### config.mk
export PLATFORM = sky130hd
export DESIGN_NAME = mult_sched_flat
export DESIGN_NICKNAME = d
export VERILOG_FILES = /design/src/rtl/mult_sched_if.sv /design/src/rtl/mult_sched.sv /design/src/flat_wrapper.sv
export SDC_FILE = /design/constraint.sdc
export NUM_CORES = 1
export LEC_CHECK = 0
export ABC_AREA = 1
export CAP_MARGIN = 20
export CORE_MARGIN = 3
export CORE_UTILIZATION = 47
export CTS_CLUSTER_DIAMETER = 60
export CTS_CLUSTER_SIZE = 24
export DETAILED_ROUTE_END_ITERATION = 7
export PLACE_DENSITY = 0.8
export SLEW_MARGIN = 5
export SYNTH_ARGS = -nofsm -noshare
export SYNTH_HDL_FRONTEND = slang
export SYNTH_SLANG_ARGS = --single-unit
### constraint.sdc
create_clock -name clk -period 2 [get_ports clk]
set_input_delay 0.4 -clock clk [delete_from_list [all_inputs] [get_ports clk]]
set_output_delay 0.4 -clock clk [all_outputs]
set_load 0.005 [all_outputs]
### src/rtl/mult_sched_if.sv
// Bundle of requester and core-side signals for the shared multiplier scheduler.
// The scheduler uses the slave view; whatever drives the requesters and the core uses the master view.
interface mult_sched_if;
  logic        req0;
  logic        req1;
  logic [7:0]  a0;
  logic [7:0]  b0;
  logic [7:0]  a1;
  logic [7:0]  b1;
  logic        ack0;
  logic        ack1;
  logic [15:0] res;
  logic        err;
  logic        busy;
  logic [7:0]  core_a;
  logic [7:0]  core_b;
  logic        core_start;
  logic [15:0] core_r;
  logic        core_done;

  modport slave (
    input  req0, req1, a0, b0, a1, b1, core_r, core_done,
    output ack0, ack1, res, err, busy, core_a, core_b, core_start
  );

  modport master (
    output req0, req1, a0, b0, a1, b1, core_r, core_done,
    input  ack0, ack1, res, err, busy, core_a, core_b, core_start
  );
endinterface

### src/rtl/mult_sched.sv
// Round-robin scheduler sharing one multiplier core between two requesters,
// with zero-operand short-cut and a WAIT-state timeout.
module mult_sched #(
  parameter int TIMEOUT = 300
) (
  input  logic          clk,
  input  logic          rst,
  mult_sched_if.slave   bus
);

  typedef enum logic [1:0] {IDLE, ISSUE, WAIT, RESP} state_t;

  localparam logic [15:0] LP_LAST_CNT = 16'(TIMEOUT - 1);

  state_t      r_state;
  logic        r_grant;
  logic        r_last;
  logic [15:0] r_cnt;
  logic        r_ack0;
  logic        r_ack1;
  logic [15:0] r_res;
  logic        r_err;
  logic        r_busy;
  logic        r_start;
  logic [7:0]  r_core_a;
  logic [7:0]  r_core_b;

  logic        w_any;
  logic        w_win;
  logic [7:0]  w_a;
  logic [7:0]  w_b;

  // On a tie the requester that was not served last takes the grant.
  assign w_any = bus.req0 | bus.req1;
  assign w_win = (bus.req0 && bus.req1) ? ~r_last : bus.req1;
  assign w_a   = w_win ? bus.a1 : bus.a0;
  assign w_b   = w_win ? bus.b1 : bus.b0;

  always_ff @(posedge clk) begin
    if (rst) begin
      r_state  <= IDLE;
      r_grant  <= 1'b0;
      r_last   <= 1'b1;
      r_cnt    <= '0;
      r_ack0   <= 1'b0;
      r_ack1   <= 1'b0;
      r_res    <= '0;
      r_err    <= 1'b0;
      r_busy   <= 1'b0;
      r_start  <= 1'b0;
      r_core_a <= '0;
      r_core_b <= '0;
    end else begin
      r_ack0  <= 1'b0;
      r_ack1  <= 1'b0;
      r_start <= 1'b0;
      case (r_state)
        IDLE: begin
          if (w_any) begin
            r_grant  <= w_win;
            r_core_a <= w_a;
            r_core_b <= w_b;
            r_busy   <= 1'b1;
            if (w_a == 8'd0 || w_b == 8'd0) begin
              r_res   <= '0;
              r_err   <= 1'b0;
              r_ack0  <= ~w_win;
              r_ack1  <= w_win;
              r_state <= RESP;
            end else begin
              r_start <= 1'b1;
              r_state <= ISSUE;
            end
          end
        end
        ISSUE: begin
          r_cnt   <= '0;
          r_state <= WAIT;
        end
        WAIT: begin
          // Done outranks a timeout firing on the same edge.
          if (bus.core_done) begin
            r_res   <= bus.core_r;
            r_err   <= 1'b0;
            r_ack0  <= ~r_grant;
            r_ack1  <= r_grant;
            r_state <= RESP;
          end else if (r_cnt == LP_LAST_CNT) begin
            r_res   <= '0;
            r_err   <= 1'b1;
            r_ack0  <= ~r_grant;
            r_ack1  <= r_grant;
            r_state <= RESP;
          end else begin
            r_cnt <= r_cnt + 16'd1;
          end
        end
        RESP: begin
          r_last  <= r_grant;
          r_busy  <= 1'b0;
          r_state <= IDLE;
        end
        default: begin
          r_busy  <= 1'b0;
          r_state <= IDLE;
        end
      endcase
    end
  end

  assign bus.ack0       = r_ack0;
  assign bus.ack1       = r_ack1;
  assign bus.res        = r_res;
  assign bus.err        = r_err;
  assign bus.busy       = r_busy;
  assign bus.core_a     = r_core_a;
  assign bus.core_b     = r_core_b;
  assign bus.core_start = r_start;

endmodule

### src/flat_wrapper.sv
// flat-port wrapper written by rule: the top's interface ports become plain ports
module mult_sched_flat 
#(
  parameter int TIMEOUT = 300
)
  (clk, rst, bus_req0, bus_req1, bus_a0, bus_b0, bus_a1, bus_b1, bus_core_r, bus_core_done, bus_ack0, bus_ack1, bus_res, bus_err, bus_busy, bus_core_a, bus_core_b, bus_core_start);
  mult_sched_if bus_i ();
  input  logic clk;
  input  logic rst;
  input wire logic [$bits(bus_i.req0)-1:0] bus_req0;
  input wire logic [$bits(bus_i.req1)-1:0] bus_req1;
  input wire logic [$bits(bus_i.a0)-1:0] bus_a0;
  input wire logic [$bits(bus_i.b0)-1:0] bus_b0;
  input wire logic [$bits(bus_i.a1)-1:0] bus_a1;
  input wire logic [$bits(bus_i.b1)-1:0] bus_b1;
  input wire logic [$bits(bus_i.core_r)-1:0] bus_core_r;
  input wire logic [$bits(bus_i.core_done)-1:0] bus_core_done;
  output wire logic [$bits(bus_i.ack0)-1:0] bus_ack0;
  output wire logic [$bits(bus_i.ack1)-1:0] bus_ack1;
  output wire logic [$bits(bus_i.res)-1:0] bus_res;
  output wire logic [$bits(bus_i.err)-1:0] bus_err;
  output wire logic [$bits(bus_i.busy)-1:0] bus_busy;
  output wire logic [$bits(bus_i.core_a)-1:0] bus_core_a;
  output wire logic [$bits(bus_i.core_b)-1:0] bus_core_b;
  output wire logic [$bits(bus_i.core_start)-1:0] bus_core_start;
  assign bus_i.req0 = bus_req0;
  assign bus_i.req1 = bus_req1;
  assign bus_i.a0 = bus_a0;
  assign bus_i.b0 = bus_b0;
  assign bus_i.a1 = bus_a1;
  assign bus_i.b1 = bus_b1;
  assign bus_i.core_r = bus_core_r;
  assign bus_i.core_done = bus_core_done;
  assign bus_ack0 = bus_i.ack0;
  assign bus_ack1 = bus_i.ack1;
  assign bus_res = bus_i.res;
  assign bus_err = bus_i.err;
  assign bus_busy = bus_i.busy;
  assign bus_core_a = bus_i.core_a;
  assign bus_core_b = bus_i.core_b;
  assign bus_core_start = bus_i.core_start;
  mult_sched #(.TIMEOUT(TIMEOUT)) u_core (.clk(clk), .rst(rst), .bus(bus_i));
endmodule
==> results.md, run 1 <==
- Critical Path Slowest Stage Cell: dfxtp_1
- Core area: 6026 sq um
- Max clock buf depth: 2
- Synth area leaders: dfxtp_1, nand2_1, a21oi_1
- Dpl cell area: 4120 sq um
- Setup crit end kind: register
- Final Cycle Share: 88.46%
- Most frequent CP cell: nand2_1
- Reg2Reg Launch Point: u_core.r_last
- Worst reg-to-reg setup slack: 230 ps
- DR DRC count: 0
- Syn_area_per_cell: 6.593 sq um
- Vias in the first global route: 3085
- Synth Instances: 449
- Worst Skew: 6.030 ps
- Kind of critical path: register to register
- Num Clock Sinks: 57
- Hold-critical path depth: 2
- Post-synthesis cell type count: 25
- Critical Path Fanout Max: 15
- Final Hold Vio Count: 0
- Status: complete, no violations
- Die ar.: 7287 sq um
- First-pass GRT wire length: 13480 um
- Post-Syn Nets: 507
- N_diodes: 0
- Share of cells above drive strength 1: 10.04%
- Post-synth EDFFs: 0
- Initial antenna violation count: 0
- Max-slew violations: 0
- Final min period: 1769 ps
- Worst-path clk slew: 70 ps
- Htree depth: 3
- Worst IR Drop VDD: 751.0 uV
- Vias: 3292
- Yosys top cell area share: 38.55%
- Crit path max-delay family: simple AND/OR/NAND/NOR gates
- Die width: 85.37 um
- Worst-margin pin slew: 396.7 ps
- Critical path required time: 2230 ps
- Worst path cell trace: nand2_4 > buf_4 > nand3b_1 > nand2_1 > nand2_1 > nor2_1 > nand2_1 > nand3_4 > clkbuf_16 > a21oi_1 > nor2_1
- Register area share after synthesis: 38.55%
- Design Area, Final: 4379 sq um
- Total gr overflow: 0
- Sw Ratio: 36.78%
- Reg power frac: 31.4%
- Ys Warns: 0
- Vias per std cell: 5.120
- Row cnt: 28
- Hold_sp: u_core.bus.res[3]
- Port buffer count: 89
- Max-cap viol count: 0
- DRT Pass-1 Iters: 4
- Post-placement setup slack: -341.3 ps
- Layout area overhead: 47.93%
- CTS tree: done
- Total GRT Usage: 22.58%
- Comb pwr share: 49.6%
- Startpoint types: register
- Final count of negative-setup-slack endpoints: 0
- Post-route ant nets: 0
- CP bufs+invs: 2
- Post-DP HPWL: 5743 um
- #FFs+latches synth: 57
- Total Routed Length: 8495 um
- Root Buffer: clkbuf_8
- Crit-path max cell delay: 400 ps
- Syn Std Cell Area: 2960 sq um
- Sw power: 1.935 mW
- Initial DRC count: 176
- Max Clk Rate: 0.5652 GHz
- Final WS setup: 230.7 ps
- DR WL/cell: 13.21 um
- RePlAce Congestion: 0.9112
- Largest net degree at the start of global routing: 38
- Io pins: 90
- Power per cell area: 1201 nW/um^2
- Endpoint, Worst Hold: u_core.bus.res[3]
- Clock insertion delay at the later pin of the skew report: 340 ps
- Die H: 85.37 um
- Leak: 1.934 nW
- Initial Util: 49.13%
- Nets: 622
- RSZ-0062 raised after global routing: no
- Max_slew headroom: 73.51%
- Worst Path Arrival: 2000 ps
- Int Pwr: 3.326 mW
- R2R cell count: 11
- Main synth FF type: dfxtp_1
- CTS Buf Count: 9
- Hold Path Class: register to register
- R2R Path End: u_core.bus.res[2]
- Power share of the clock group: 19.0%
- Ys async rst share: 0%
- Area leader, netlist: dfxtp_1
## cells in the final DEF (no fill, tap or decap), drive strengths merged
master / count
nor3: 8
clkdlybuf4s50: 87
a211oi: 1
dfxtp: 57
ha: 5
nand3b: 14
clkbuf: 13
nand4: 9
inv: 49
a21oi: 48
dlymetal6s2s: 2
nand3: 30
xor2: 2
buf: 33
o21ai: 27
nor2: 50
clkinv: 4
nand2: 126
o21a: 1
a31oi: 1
and2: 1
## cell type report
cell class                      count  area, sq um
Fill cell                         474         1647
Multi-Input combinational cell    323         1554
Timing Repair Buffer              123         1222
Sequential cell                    57         1141
Inverter                           50        187.7
Clock buffer                       12        165.2
Tap cell                           75        93.84
Clock inverter                      3        15.01
## cells in the mapped netlist, drive strengths merged (2+ instances only)
cell / count
nand4: 9
dfxtp: 57
nand3: 30
a21oi: 48
buf: 14
xor2: 2
ha: 5
nand2: 125
clkbuf: 6
inv: 49
nor3: 8
o21ai: 27
nand3b: 14
nor2: 50
## through the flow
stage,util (%),power [mW],cells,hold slack (ps),setup TNS (ps)
floorplan,-,2.946,449,447.5,0
global placement,68.38,4.047,625,463.1,-5343
detailed placement,68.38,4.110,625,472.5,-5961
CTS,71.37,5.124,640,487.3,0
global route,72.67,5.642,643,513.5,0
finish,72.67,5.261,643,484.6,0
## worst max path at each step
stage,startpoint,cells after the start,end
after floorplan,bus_req1,7,u_core.bus.core_a[5]
after global routing,u_core.r_state[0],11,u_core.bus.res[11]
after global placement,bus_req0,12,u_core.bus.err
after detailed placement,bus_req0,12,u_core.bus.res[13]
final,u_core.r_last,11,u_core.bus.res[2]
after CTS,bus_req0,12,u_core.bus.res[11]
## state kept, by name, indices dropped and copies added, names as in the netlist
signal,cells
u_core.bus.busy,1
u_core.r_state,2
u_core.bus.err,1
u_core.bus.ack1,1
u_core.r_cnt,16
u_core.r_grant,1
u_core.bus.core_start,1
u_core.bus.res,16
u_core.bus.ack0,1
u_core.bus.core_b,8
u_core.r_last,1
u_core.bus.core_a,8
## power groups by stage
stage	logic, mW	clock network (mW)	registers (mW)
final	2.61	1.00	1.65
after global routing	2.89	1.06	1.69
after CTS	2.48	1.00	1.64
after detailed placement	2.45	0	1.66
after global placement	2.39	0	1.65
after floorplan	1.28	0	1.66
## metal layers
metal  vias up  GRT usage (%)  wire length (um)
met2       109          36.72              4080
met5         -              0                 0
met1      1488          27.55              3604
met4         0          8.201               210
met3        18          7.864               600
li1       1677              -                 -
## tightest hold or removal path: cells and delay by family, from the launching register on
kind	cells	cell delay (ps)
flops	1	330
simple gates	1	80
compound gates	1	40
## kinds of logic (layout without fill, tap and decap cells)
group	Yosys count	in the layout	synth area share (%)
simple gates	237	238	35.12
fa+ha+maj	5	5	2.113
xor+xnor	2	2	0.5918
compound gates	78	78	13.40
buf+inv	70	188	10.23
flops	57	57	38.55
## repair_timing
item / CTS / global route
buffers inserted: 0 / 1
gates resized for setup: 0 / 9
hold buffers: 0 / 0
setup endpoints to repair: 0 / 19
Note: power is estimated with default switching activity, not from simulation.
==> inputs of run 2 (changes only) <==
Clock period 2 ns to 1.65 ns, I/O delays scaled along.
==> run 2 against run 1 <==
  * The flow now finishes with violations (setup timing)
  * Worst hold slack improved by 4.2 ps
  * Critical path depth rose by 1
  * Routed wire length rose by 25%
  * Cell area rose by 11%
  * Sequential share of layout area fell by 2.5 points
  * Sequential power rose by 23%
  * Setup slack got worse by 390 ps
  * Non-clock buffer count rose by 33
  * Die area did not move
  * Highest routed layer unchanged
==> results.md, run 2 (synthesis gave the netlist of run 1 again) <==
- Most common cell after layout, fill and taps aside: nand2_1 (unchanged)
- Setup crit end kind: register (unchanged)
- Most frequent CP cell: nand2_1 (unchanged)
- Post-route ant nets: 0 (unchanged)
- Post-DP HPWL: 6088 um (was 5743 um)
- Critical Path Fanout Max: 8 (was 15)
- Die width: 85.37 um (unchanged)
- R2R cell count: 12 (was 11)
- Worst-margin pin slew: 352.8 ps (was 396.7 ps)
- Final Hold Vio Count: 0 (unchanged)
- Status: finished with violations (was complete, no violations)
- Total GRT Usage: 23.48% (was 22.58%)
- Hold Path Class: register to register (unchanged)
- Nets: 655 (was 622)
- Crit path max-delay family: simple AND/OR/NAND/NOR gates (unchanged)
- Initial DRC count: 295 (was 176)
- Largest net degree at the start of global routing: 38 (unchanged)
- DR DRC count: 0 (unchanged)
- Vias in the first global route: 3189 (was 3085)
- CP bufs+invs: 3 (was 2)
- Post-placement setup slack: -695.4 ps (was -341.3 ps)
- Port buffer count: 89 (unchanged)
- Vias: 3697 (was 3292)
- Max-slew violations: 0 (unchanged)
- R2R Path End: u_core.r_state[1] (was u_core.bus.res[2])
- Crit-path max cell delay: 370 ps (was 400 ps)
- Worst setup startpoint: u_core.r_last (unchanged)
- Failing checks: setup timing
- Worst reg-to-reg setup slack: -160 ps (was 230 ps)
- Final WS setup: -156.0 ps (was 230.7 ps)
- RSZ-0062 raised after global routing: yes (was no)
- Cts hold-fix bufs: 0 (unchanged)
- Total gr overflow: 0 (unchanged)
- RePlAce Congestion: 0.8848 (was 0.9112)
- Max clock buf depth: 2 (unchanged)
- Crit path depth: 12 (was 11)
- Worst Skew: 11.99 ps (was 6.030 ps)
- Kind of critical path: register to register (unchanged)
- FILL cells: 360 (was 474)
- Io pins: 90 (unchanged)
- Reg2Reg Launch Point: u_core.r_last (unchanged)
- CTS tree: done (unchanged)
- Final min period: 1806 ps (was 1769 ps)
- Htree depth: 3 (unchanged)
- Final Cycle Share: 109.5% (was 88.46%)
- Startpoint types: register (unchanged)
- Leak: 2.135 nW (was 1.934 nW)
- Worst IR Drop VDD: 1162 uV (was 751.0 uV)
- Row cnt: 28 (unchanged)
- Vias per std cell: 5.469 (was 5.120)
- Critical Path Slowest Stage Cell: dfxtp_4 (was dfxtp_1)
- Initial antenna violation count: 0 (unchanged)
- DR WL/cell: 15.73 um (was 13.21 um)
- Total Routed Length: 10630 um (was 8495 um)
- Worst-path clk slew: 70 ps (about the same)
- N_diodes: 0 (unchanged)
- Power per cell area: 1553 nW/um^2 (was 1201 nW/um^2)
- Initial Util: 49.13% (unchanged)
- Worst Path Arrival: 2080 ps (was 2000 ps)
- CP endpoint: u_core.r_state[1] (was u_core.bus.res[2])
- Clock insertion delay at the later pin of the skew report: 340 ps (about the same)
- Post-layout util: 80.98% (was 72.67%)
- Max Clk Rate: 0.5537 GHz (was 0.5652 GHz)
- Commonest cells after routing, fill and taps aside: nand2_1, clkdlybuf4s50_1, buf_4, dfxtp_1, inv_1 (was nand2_1, clkdlybuf4s50_1, dfxtp_1)
- Share of cells above drive strength 1: 21.46% (was 10.04%)
- Critical path required time: 1920 ps (was 2230 ps)
- Core area: 6026 sq um (unchanged)
- Max_slew headroom: 76.30% (was 73.51%)
- CTS Buf Count: 9 (unchanged)
- Die ar.: 7287 sq um (unchanged)
- First-pass GRT wire length: 13800 um (was 13480 um)
- Layout area overhead: 64.84% (was 47.93%)
- Num Clock Sinks: 57 (unchanged)
- TNS Setup: -1696 ps (was 0 ps)
- Total power: 7.576 mW (was 5.261 mW)
- Final count of negative-setup-slack endpoints: 18 (was 0)
- Max-cap viol count: 0 (unchanged)
- DRT Pass-1 Iters: 6 (was 4)
- Worst path cell trace: nand2_8 > clkbuf_16 > nand3b_1 > nand2_1 > nand2_1 > nor2_2 > nand2_2 > nand3_4 > buf_12 > buf_8 > o21ai_0 > a21oi_1 (was nand2_4 > buf_4 > nand3b_1 > nand2_1 > nand2_1 > nor2_1 > nand2_1 > nand3_4 > clkbuf_16 > a21oi_1 > nor2_1)
- Die H: 85.37 um (unchanged)
- Root Buffer: clkbuf_8 (unchanged)
[run 2: cell count changes in the layout (fill, tap and decap cells not counted), moves of 7 or more]
cell | before | now
nand3_2 | 0 | 7
nand3_1 | 29 | 22
buf_4 | 28 | 52
nand2_1 | 121 | 113
nor2_1 | 48 | 41
nand2_2 | 1 | 9
[run 2: timing repair]
item	CTS	global route
pin swaps	1	24
endpoints found under the setup margin	21	46
buffers inserted	1	8
gates resized for setup	7	56
cloned	0	6
[run 2: metrics by stage]
step	instances	hold WS [ps]	instance area, sq um
after floorplan	449	429.7	2960
after global placement	646	461.3	4290
after detailed placement	646	474.1	4290
after CTS	662	483.7	4509
after global routing	676	510.8	4880
final	676	488.9	4880
[run 2: worst min path at each step]
stage                          to  slack [ps]  depth (start not counted)               start
2_1_floorplan       u_core.r_last         430                          2                 rst
3_3_place_gp    u_core.bus.res[2]         460                          2   u_core.bus.res[2]
3_5_place_dp     u_core.r_cnt[13]         470                          2    u_core.r_cnt[13]
4_1_cts          u_core.r_cnt[13]         480                          2    u_core.r_cnt[13]
5_1_grt        u_core.bus.res[12]         510                          2  u_core.bus.res[12]
6_report        u_core.bus.res[8]         490                          2   u_core.bus.res[8]
[run 2: worst min-delay path, stage by stage, from the launching register on]
cell     delay, ps
dfxtp_1        340
a21oi_1         50
nor2_1          70
[run 2: area by class of cell]
cell class	count	area [sq um]	area share, %
clock inverters	3	40.04	0.8205
repair buffers	156	1559	31.95
multi-input cells	323	1690	34.64
flip-flops and latches	57	1150	23.56
clock buffers	12	155.1	3.179
well taps	75	93.84	1.923
inverters	50	191.4	3.923
[run 2: per-layer routing]
metal | up-vias | global-route usage [%] | routed length, um
met3 | 33 | 7.961 | 828
met5 | - | 0 | 0
li1 | 1747 | - | -
met4 | 0 | 9.209 | 269
met2 | 220 | 39.34 | 5423
met1 | 1697 | 27.56 | 4112
[run 2: power by group]
part	switching, mW	internal [mW]
clock network	0.567	0.767
logic	2.03	2.18
registers	0.248	1.78
